[src/rtl/prio_req_encoder_pkg.sv]
// Shared constants for the request encoder: request/code widths and FSM state encodings.
package prio_req_encoder_pkg;

    localparam int N_REQ  = 4;
    localparam int CODE_W = 2;

    localparam logic [1:0] ST_IDLE    = 2'b00;
    localparam logic [1:0] ST_GRANT   = 2'b01;
    localparam logic [1:0] ST_RELEASE = 2'b10;

endpackage

[src/rtl/prio_req_encoder_prio_enc4.sv]
// Combinational 4->2 fixed-priority encoder; the highest set request bit wins.
module prio_enc4
    import prio_req_encoder_pkg::*;
(
    input  logic [N_REQ-1:0]  req_i,
    output logic [CODE_W-1:0] code_o,
    output logic              any_o
);

    always_comb begin
        code_o = '0;
        // Ascending scan so a later, higher index overrides a lower one.
        for (int i = 0; i < N_REQ; i++) begin
            if (req_i[i]) begin
                code_o = CODE_W'(i);
            end
        end
    end

    assign any_o = |req_i;

endmodule

[src/rtl/prio_req_encoder.sv]
// Arbitrates four request lines and holds the winning 2-bit code for the downstream
// decoder until the requester finishes, drops its request, or the hold watchdog fires.
module prio_req_encoder
    import prio_req_encoder_pkg::*;
#(
    parameter int HOLD_MAX = 15
)(
    input  logic             clk,
    input  logic             rst,
    input  logic [N_REQ-1:0] req,
    input  logic             done,
    output logic             a,
    output logic             b,
    output logic             valid,
    output logic             busy,
    output logic             timeout
);

    localparam int                CNT_W    = $clog2(HOLD_MAX + 1);
    localparam logic [CNT_W-1:0] CNT_LAST = CNT_W'(HOLD_MAX - 1);
    localparam logic [CNT_W-1:0] CNT_SAT  = CNT_W'(HOLD_MAX);

    logic [1:0]        state_q, state_d;
    logic [CODE_W-1:0] code_q, code_d;
    logic [CNT_W-1:0]  cnt_q, cnt_d;
    logic              timeout_q, timeout_d;

    logic [CODE_W-1:0] enc_code;
    logic              enc_any;

    prio_enc4 u_enc (
        .req_i  (req),
        .code_o (enc_code),
        .any_o  (enc_any)
    );

    always_comb begin
        state_d   = state_q;
        code_d    = code_q;
        cnt_d     = cnt_q;
        timeout_d = 1'b0;
        case (state_q)
            ST_IDLE: begin
                cnt_d = '0;
                if (enc_any) begin
                    code_d  = enc_code;
                    state_d = ST_GRANT;
                end
            end
            ST_GRANT: begin
                if (cnt_q != CNT_SAT) begin
                    cnt_d = cnt_q + 1'b1;
                end
                // A normal finish beats watchdog expiry in the same cycle.
                if (done || !req[code_q]) begin
                    state_d = ST_RELEASE;
                end else if (cnt_q == CNT_LAST) begin
                    state_d   = ST_RELEASE;
                    timeout_d = 1'b1;
                end
            end
            ST_RELEASE: begin
                state_d = ST_IDLE;
            end
            default: begin
                state_d = ST_IDLE;
            end
        endcase
    end

    always_ff @(posedge clk) begin
        if (rst) begin
            state_q   <= ST_IDLE;
            code_q    <= '0;
            cnt_q     <= '0;
            timeout_q <= 1'b0;
        end else begin
            state_q   <= state_d;
            code_q    <= code_d;
            cnt_q     <= cnt_d;
            timeout_q <= timeout_d;
        end
    end

    // Status outputs decode registered state only, so no input reaches an output combinationally.
    assign a       = code_q[1];
    assign b       = code_q[0];
    assign valid   = (state_q == ST_GRANT);
    assign busy    = (state_q == ST_GRANT) || (state_q == ST_RELEASE);
    assign timeout = timeout_q;

endmodule

[config.mk]
export PLATFORM = sky130hd
export DESIGN_NAME = prio_req_encoder
export DESIGN_NICKNAME = d
export VERILOG_FILES = /design/src/rtl/prio_req_encoder_pkg.sv /design/src/rtl/prio_req_encoder_prio_enc4.sv /design/src/rtl/prio_req_encoder.sv
export SDC_FILE = /design/constraint.sdc
export NUM_CORES = 1
export LEC_CHECK = 0
export CELL_PAD_IN_SITES_DETAIL_PLACEMENT = 2
export CELL_PAD_IN_SITES_GLOBAL_PLACEMENT = 2
export CORE_MARGIN = 4
export CORE_UTILIZATION = 36
export CTS_BUF_LIST = sky130_fd_sc_hd__clkbuf_16
export CTS_CLUSTER_SIZE = 12
export DETAILED_ROUTE_END_ITERATION = 8
export DONT_BUFFER_PORTS = 1
export PLACE_DENSITY = 0.82
export SLEW_MARGIN = 20
export SYNTH_ARGS = -nofsm -noshare
export SYNTH_HDL_FRONTEND = slang
export SYNTH_SLANG_ARGS = --single-unit
[constraint.sdc]
create_clock -name clk -period 3.55 [get_ports clk]
set_clock_uncertainty 0.2 [all_clocks]
set_input_delay 1.065 -clock clk [delete_from_list [all_inputs] [get_ports clk]]
set_output_delay 1.065 -clock clk [all_outputs]
set_load 0.1 [all_outputs]
==> run summary, run 1 <==
Number of top-level pins: 12
Crit end category: output pin
Post-CTS Setup Bufs: 0
Slew HR: 0.327
1st-iter DRT viols: 8
Post-route ant nets: 0
Mean Syn Cell Area: 8.60 µm²
Commonest non-fill, non-tap cell in the layout: dfxtp_1
MaxCap Viol Count: 0
Critical path class: register to output pin
Reg2Reg Setup Slack: 1140 ps
Total GRT Usage: 0.187
Least-Margin Pin Slew: 1010 ps
RSZ-0062 raised after global routing: false
Setup crit start kind: register
Via count: 486
Initial antenna violation count: 0
Final period util: 0.730
Top cells by area, synth: dfxtp_1, ha_1, mux2_2
Area added between synthesis and finish: 22.9%
Hold Buf Count CTS: 0
Worst setup endpoint: valid
Clock tree buffer depth: 2
PortBufs: 0
Endpoints failing setup: 0
F_max: 386 MHz
Yosys top cell by area: dfxtp_1
#FFs+latches synth: 9
Hpwl dp: 1200 µm
# diodes: 0
Vias per cell: 5.72
GP Congestion: 0.684
Rows: 13
Nets: 82
Synthesized cell area: 542 µm²
CTS Sinks: 9
Worst skew pair latency: 230 ps
Synth cell types: 25
WL/cell: 19.2 µm
Commonest cells after routing, fill and taps aside: dfxtp_1, inv_1, nand2_1, o21ai_0
Mapped Nets: 74
Syn Inst Count: 63
Leakage: 0.260 nW
Die width: 46.8 µm
Crit path launch: state_q[1]
Non-Filler Instances: 85
Drt total wl: 1630 µm
Run status: completed
WP data required: 2280 ps
Resized cells post-CTS: 0
Post-layout minimum cycle time: 2590 ps
Worst reg2reg endpoint: state_q[0]
Placed insts: 81
Maximum vdd drop: 413 µV
Initial Util: 0.397
Largest net degree at the start of global routing: 10
Setup TNS Final: 0 ps
PwrDens: 705 nW/µm²
Remaining DRCs: 0
Reg2reg start: code_q[1]
Layout cells sized above 1: 0.186
Pre-antenna DRT Iters: 3
Root Driver: clkbuf_16
Synth Warn #: 0
Total gr overflow: 0
Num CTS Buffers: 3
Yosys top cell area share: 0.333
CTS H-Tree Depth: 1
Post-synthesis sequential area ratio: 0.333
Vias in the first global route: 565
Reg clk slew, reported paths: 40 ps
Slew Limit Fails: 0
HP Class: register to register
CP Max Fanout: 9
Die H: 46.8 µm
Arr. time, crit path: 1330 ps
Endpoints failing hold: 0
First-pass GRT wire length: 2710 µm
Reg2Reg Depth: 5
Die area: 2190 µm²
Area of the core: 1370 µm²
TritonCTS clock tree: yes
area by class of cell:
cell class              count  area, µm²
clock buffers               3       75.1
clock inverters             1       3.75
fillers                   151        701
inverters                   5       18.8
multi-input cells          48        339
flip-flops and latches      9        180
well taps                  15       18.8
repair buffers              4       30.0
critical path, cell delays in order, from the launching register on:
cell and delay (ps):
dfxtp_1 320, inv_1 80, ha_1 330, buf_4 360
logic make-up after synthesis:
logic type	Yosys count	synth area share
AO/OA/AOI/OAI	12	0.136
flip-flops	9	0.333
AND/OR/NAND/NOR	26	0.279
buffers and inverters	6	0.0416
adder cells (fa/ha/maj)	4	0.0924
multiplexers	6	0.118
registers in the layout, summed over array words and instances, names as in the netlist:
| name | count |
|---|---|
| cnt_q | 4 |
| code_q | 2 |
| state_q | 2 |
| timeout | 1 |
cells in the mapped netlist:
cell type / instances
ha_1: 4
o21ai_0: 5
a31oi_1: 1
nand3_1: 2
inv_1: 5
and4b_1: 1
mux2_2: 3
or4_4: 1
nand4_1: 1
nand2b_1: 3
a2bb2oi_1: 1
nor2b_1: 1
mux2i_1: 3
nand2_1: 6
nor3_1: 3
nand3b_1: 1
o2111a_1: 1
a211oi_1: 1
nor2_1: 4
dfxtp_1: 9
a21oi_1: 3
nor3_2: 1
nor2_4: 1
nor3b_1: 1
clkbuf_1: 1
where the power goes:
part	switching (mW)	leakage, nW	internal, mW	total (mW)
Combinational	0.0863	0.144	0.0409	0.127
Clock	0.0486	0.0423	0.147	0.196
Sequential	0.0349	0.0737	0.111	0.146
Total	0.170	0.260	0.299	0.469
metrics by stage:
step | worst slack (ps) | power, mW | hold slack (ps) | utilization | area [µm²]
2_1_floorplan | 1040 | 0.246 | 280 | - | 542
3_3_place_gp | 1220 | 0.268 | 294 | 0.429 | 587
3_5_place_dp | 1160 | 0.274 | 346 | 0.429 | 587
4_1_cts | 948 | 0.475 | 354 | 0.487 | 666
5_1_grt | 890 | 0.495 | 362 | 0.487 | 666
6_report | 957 | 0.469 | 345 | 0.487 | 666
worst min path at each step:
stage               startpoint         end  slack (ps)  cells after the start
global placement    state_q[0]  state_q[0]         290                      2
finish              state_q[0]  state_q[0]         350                      2
global route        state_q[0]  state_q[0]         360                      2
detailed placement    cnt_q[3]    cnt_q[3]         350                      2
CTS                   cnt_q[3]    cnt_q[3]         350                      2
floorplan           state_q[0]  state_q[0]         280                      2
routing by layer:
| metal | track usage | part of all wire |
|---|---|---|
| met3 | 0.0728 | 0.039 |
| met4 | 0.0663 | 0.0073 |
| met2 | 0.325 | 0.53 |
| met5 | 0 | 0 |
| met1 | 0.205 | 0.42 |
No activity file was read; power rests on OpenSTA's default activity.
==> run 2: changes to the inputs <==
--- a/config.mk
+++ b/config.mk
@@ -8,12 +8,12 @@
 export CELL_PAD_IN_SITES_DETAIL_PLACEMENT = 2
 export CELL_PAD_IN_SITES_GLOBAL_PLACEMENT = 2
 export CORE_MARGIN = 4
-export CORE_UTILIZATION = 36
+export CORE_UTILIZATION = 30
 export CTS_BUF_LIST = sky130_fd_sc_hd__clkbuf_16
 export CTS_CLUSTER_SIZE = 12
 export DETAILED_ROUTE_END_ITERATION = 8
 export DONT_BUFFER_PORTS = 1
-export PLACE_DENSITY = 0.82
+export PLACE_DENSITY = 0.73
 export SLEW_MARGIN = 20
 export SYNTH_ARGS = -nofsm -noshare
 export SYNTH_HDL_FRONTEND = slang
==> constraint.sdc (replaced) <==
create_clock -name clk -period 2.35 [get_ports clk]
set_clock_uncertainty 0.2 [all_clocks]
set_input_delay 0.705 -clock clk [delete_from_list [all_inputs] [get_ports clk]]
set_output_delay 0.705 -clock clk [all_outputs]
set_load 0.1 [all_outputs]
==> run summary, run 2 (same netlist as run 1, synthesis figures left out) <==
Run status: completed
WL/cell: 14.3 µm (-26%)
CP Max Fanout: 9 (unchanged)
Die area: 2550 µm² (+16%)
Count of buffer and inverter cells on the critical path: 1 (-1)
Critical path class: register to output pin
Commonest non-fill, non-tap cell in the layout: dfxtp_1
Die width: 50.5 µm (+7.9%)
Root Driver: clkbuf_16
Drt total wl: 1370 µm (-16%)
Remaining DRCs: 0 (unchanged)
Largest registers: cnt_q x4, code_q x2, state_q x2
Largest register by flop count: cnt_q
PortBufs: 0 (unchanged)
Initial Util: 0.314 (-0.0828)
Total GRT Usage: 0.126 (-0.0611)
Post-route ant nets: 0 (unchanged)
Worst path slowest cell: ha_1
Number of top-level pins: 12 (unchanged)
Maximum vdd drop: 729 µV (+77%)
Post-CTS Setup Bufs: 0 (unchanged)
Total gr overflow: 0 (unchanged)
Reg clk slew, reported paths: 40 ps (about the same)
Area added between synthesis and finish: 28.9%
Hold Buf Count CTS: 0 (unchanged)
MaxCap Viol Count: 0 (unchanged)
Vias per cell: 5.04 (-12%)
Setup crit start kind: register
Hold endpoint: code_q[0]
Slew HR: 0.753 (+0.426)
Initial antenna violation count: 0 (unchanged)
Via count: 484 (-0.41%)
Slew Limit Fails: 0 (unchanged)
Least-Margin Pin Slew: 371 ps (-637 ps)
RSZ-0062 raised after global routing: false
F_max: 465 MHz
Layout cells sized above 1: 0.197 (+0.0115)
HP Class: register to register
Hold path cells: 2 (unchanged)
Nets: 83 (+1.2%)
Worst skew pair latency: 240 ps (about the same)
1st-iter DRT viols: 4 (-4)
Num CTS Buffers: 3 (unchanged)
GP Congestion: 0.633 (-7.5%)
Hpwl dp: 1080 µm (-10%)
Cell family with most CP delay: adder cells
CTS H-Tree Depth: 1 (unchanged)
TritonCTS clock tree: yes
Vias in the first global route: 506 (-10%)
Pre-antenna DRT Iters: 3 (unchanged)
Worst reg2reg endpoint: state_q[0]
Crit path cell chain: ha_1 > buf_12
Die H: 50.5 µm (+7.9%)
Crit end category: output pin
First-pass GRT wire length: 2350 µm (-13%)
Rows: 15 (+2)
Endpoints failing hold: 0 (unchanged)
Post-layout minimum cycle time: 2150 ps
Reg2reg start: state_q[0]
Largest net degree at the start of global routing: 10 (unchanged)
CTS Sinks: 9 (unchanged)
Final period util: 0.914
Leakage: 0.269 nW (+3.5%)
Arr. time, crit path: 1240 ps (-90 ps)
Total power: 0.719 mW (+53%)
# diodes: 0 (unchanged)
WP data required: 1440 ps (-840 ps)
Reg2Reg Depth: 5 (unchanged)
Resized cells post-CTS: 0 (unchanged)
Worst path max stage delay: 400 ps (+40 ps)
Commonest cells after routing, fill and taps aside: dfxtp_1, inv_1, nand2_1, o21ai_0
Layout fillers: 196 (+30%)
Max reg flops: 4 (unchanged)
Endpoints failing setup: 0 (unchanged)
Area of the core: 1730 µm² (+26%)
PwrDens: 1030 nW/µm² (+46%)
Core Util, Final: 0.404 (-0.0828)
Reg2Reg Setup Slack: 540 ps (-600 ps)
HP Start: code_q[0]
Pre-CTS setup slack: 424 ps (-740 ps)
Fin worst setup slack: 202 ps (-755 ps)
Setup TNS Final: 0 ps (unchanged)
Clock tree buffer depth: 2 (unchanged)
run 2: changes by cell type in the layout (fill, tap and decap cells not counted), sizes merged:
cell	change
buf	+1
run 2: worst max-delay path by stage:
| stage | slack, ps | cells after the start | from | to |
|---|---|---|---|---|
| after floorplan | 120 | 6 | state_q[1] | state_q[0] |
| after global placement | 450 | 4 | req[3] | state_q[1] |
| after detailed placement | 420 | 4 | req[3] | state_q[1] |
| after CTS | 190 | 3 | state_q[1] | valid |
| after global routing | 110 | 3 | state_q[1] | valid |
| final | 200 | 2 | state_q[0] | valid |
run 2: report_power, final:
part	internal [mW]	switching (mW)	leakage, nW
combinational	0.0699	0.164	0.153
clock	0.223	0.0793	0.0423
sequential	0.168	0.0151	0.0737
run 2: layer usage:
| metal | part of all wire | vias up | global-route usage | wire, µm |
|---|---|---|---|---|
| met5 | 0 | - | 0 | 0 |
| met4 | 0.010 | 0 | 0.0404 | 14 |
| met3 | 0.058 | 2 | 0.0593 | 80 |
| met2 | 0.45 | 11 | 0.204 | 621 |
| met1 | 0.48 | 233 | 0.145 | 657 |
| li1 | - | 238 | - | - |
run 2: per-stage QoR:
stage	cells	instance area [µm²]	hold slack, ps
2_1_floorplan	63	542	280
3_3_place_gp	92	619	241
3_5_place_dp	92	619	269
4_1_cts	96	698	274
5_1_grt	96	698	307
6_report	96	698	270
run 2: final cells by class:
class | count | area [µm²] | area share
clock buffers | 3 | 75.1 | 0.108
clock inverters | 1 | 3.75 | 0.00538
inverters | 5 | 18.8 | 0.0269
multi-input cells | 48 | 339 | 0.486
flip-flops and latches | 9 | 180 | 0.258
well taps | 25 | 31.3 | 0.0448
repair buffers | 5 | 50.0 | 0.0717
run 2: worst reg2reg max path, stage by stage, from the launching register on:
cell,delay [ps]
dfxtp_1,380
ha_1,400
nor3b_1,250
a2bb2oi_1,120
a31oi_1,190
mux2i_1,200
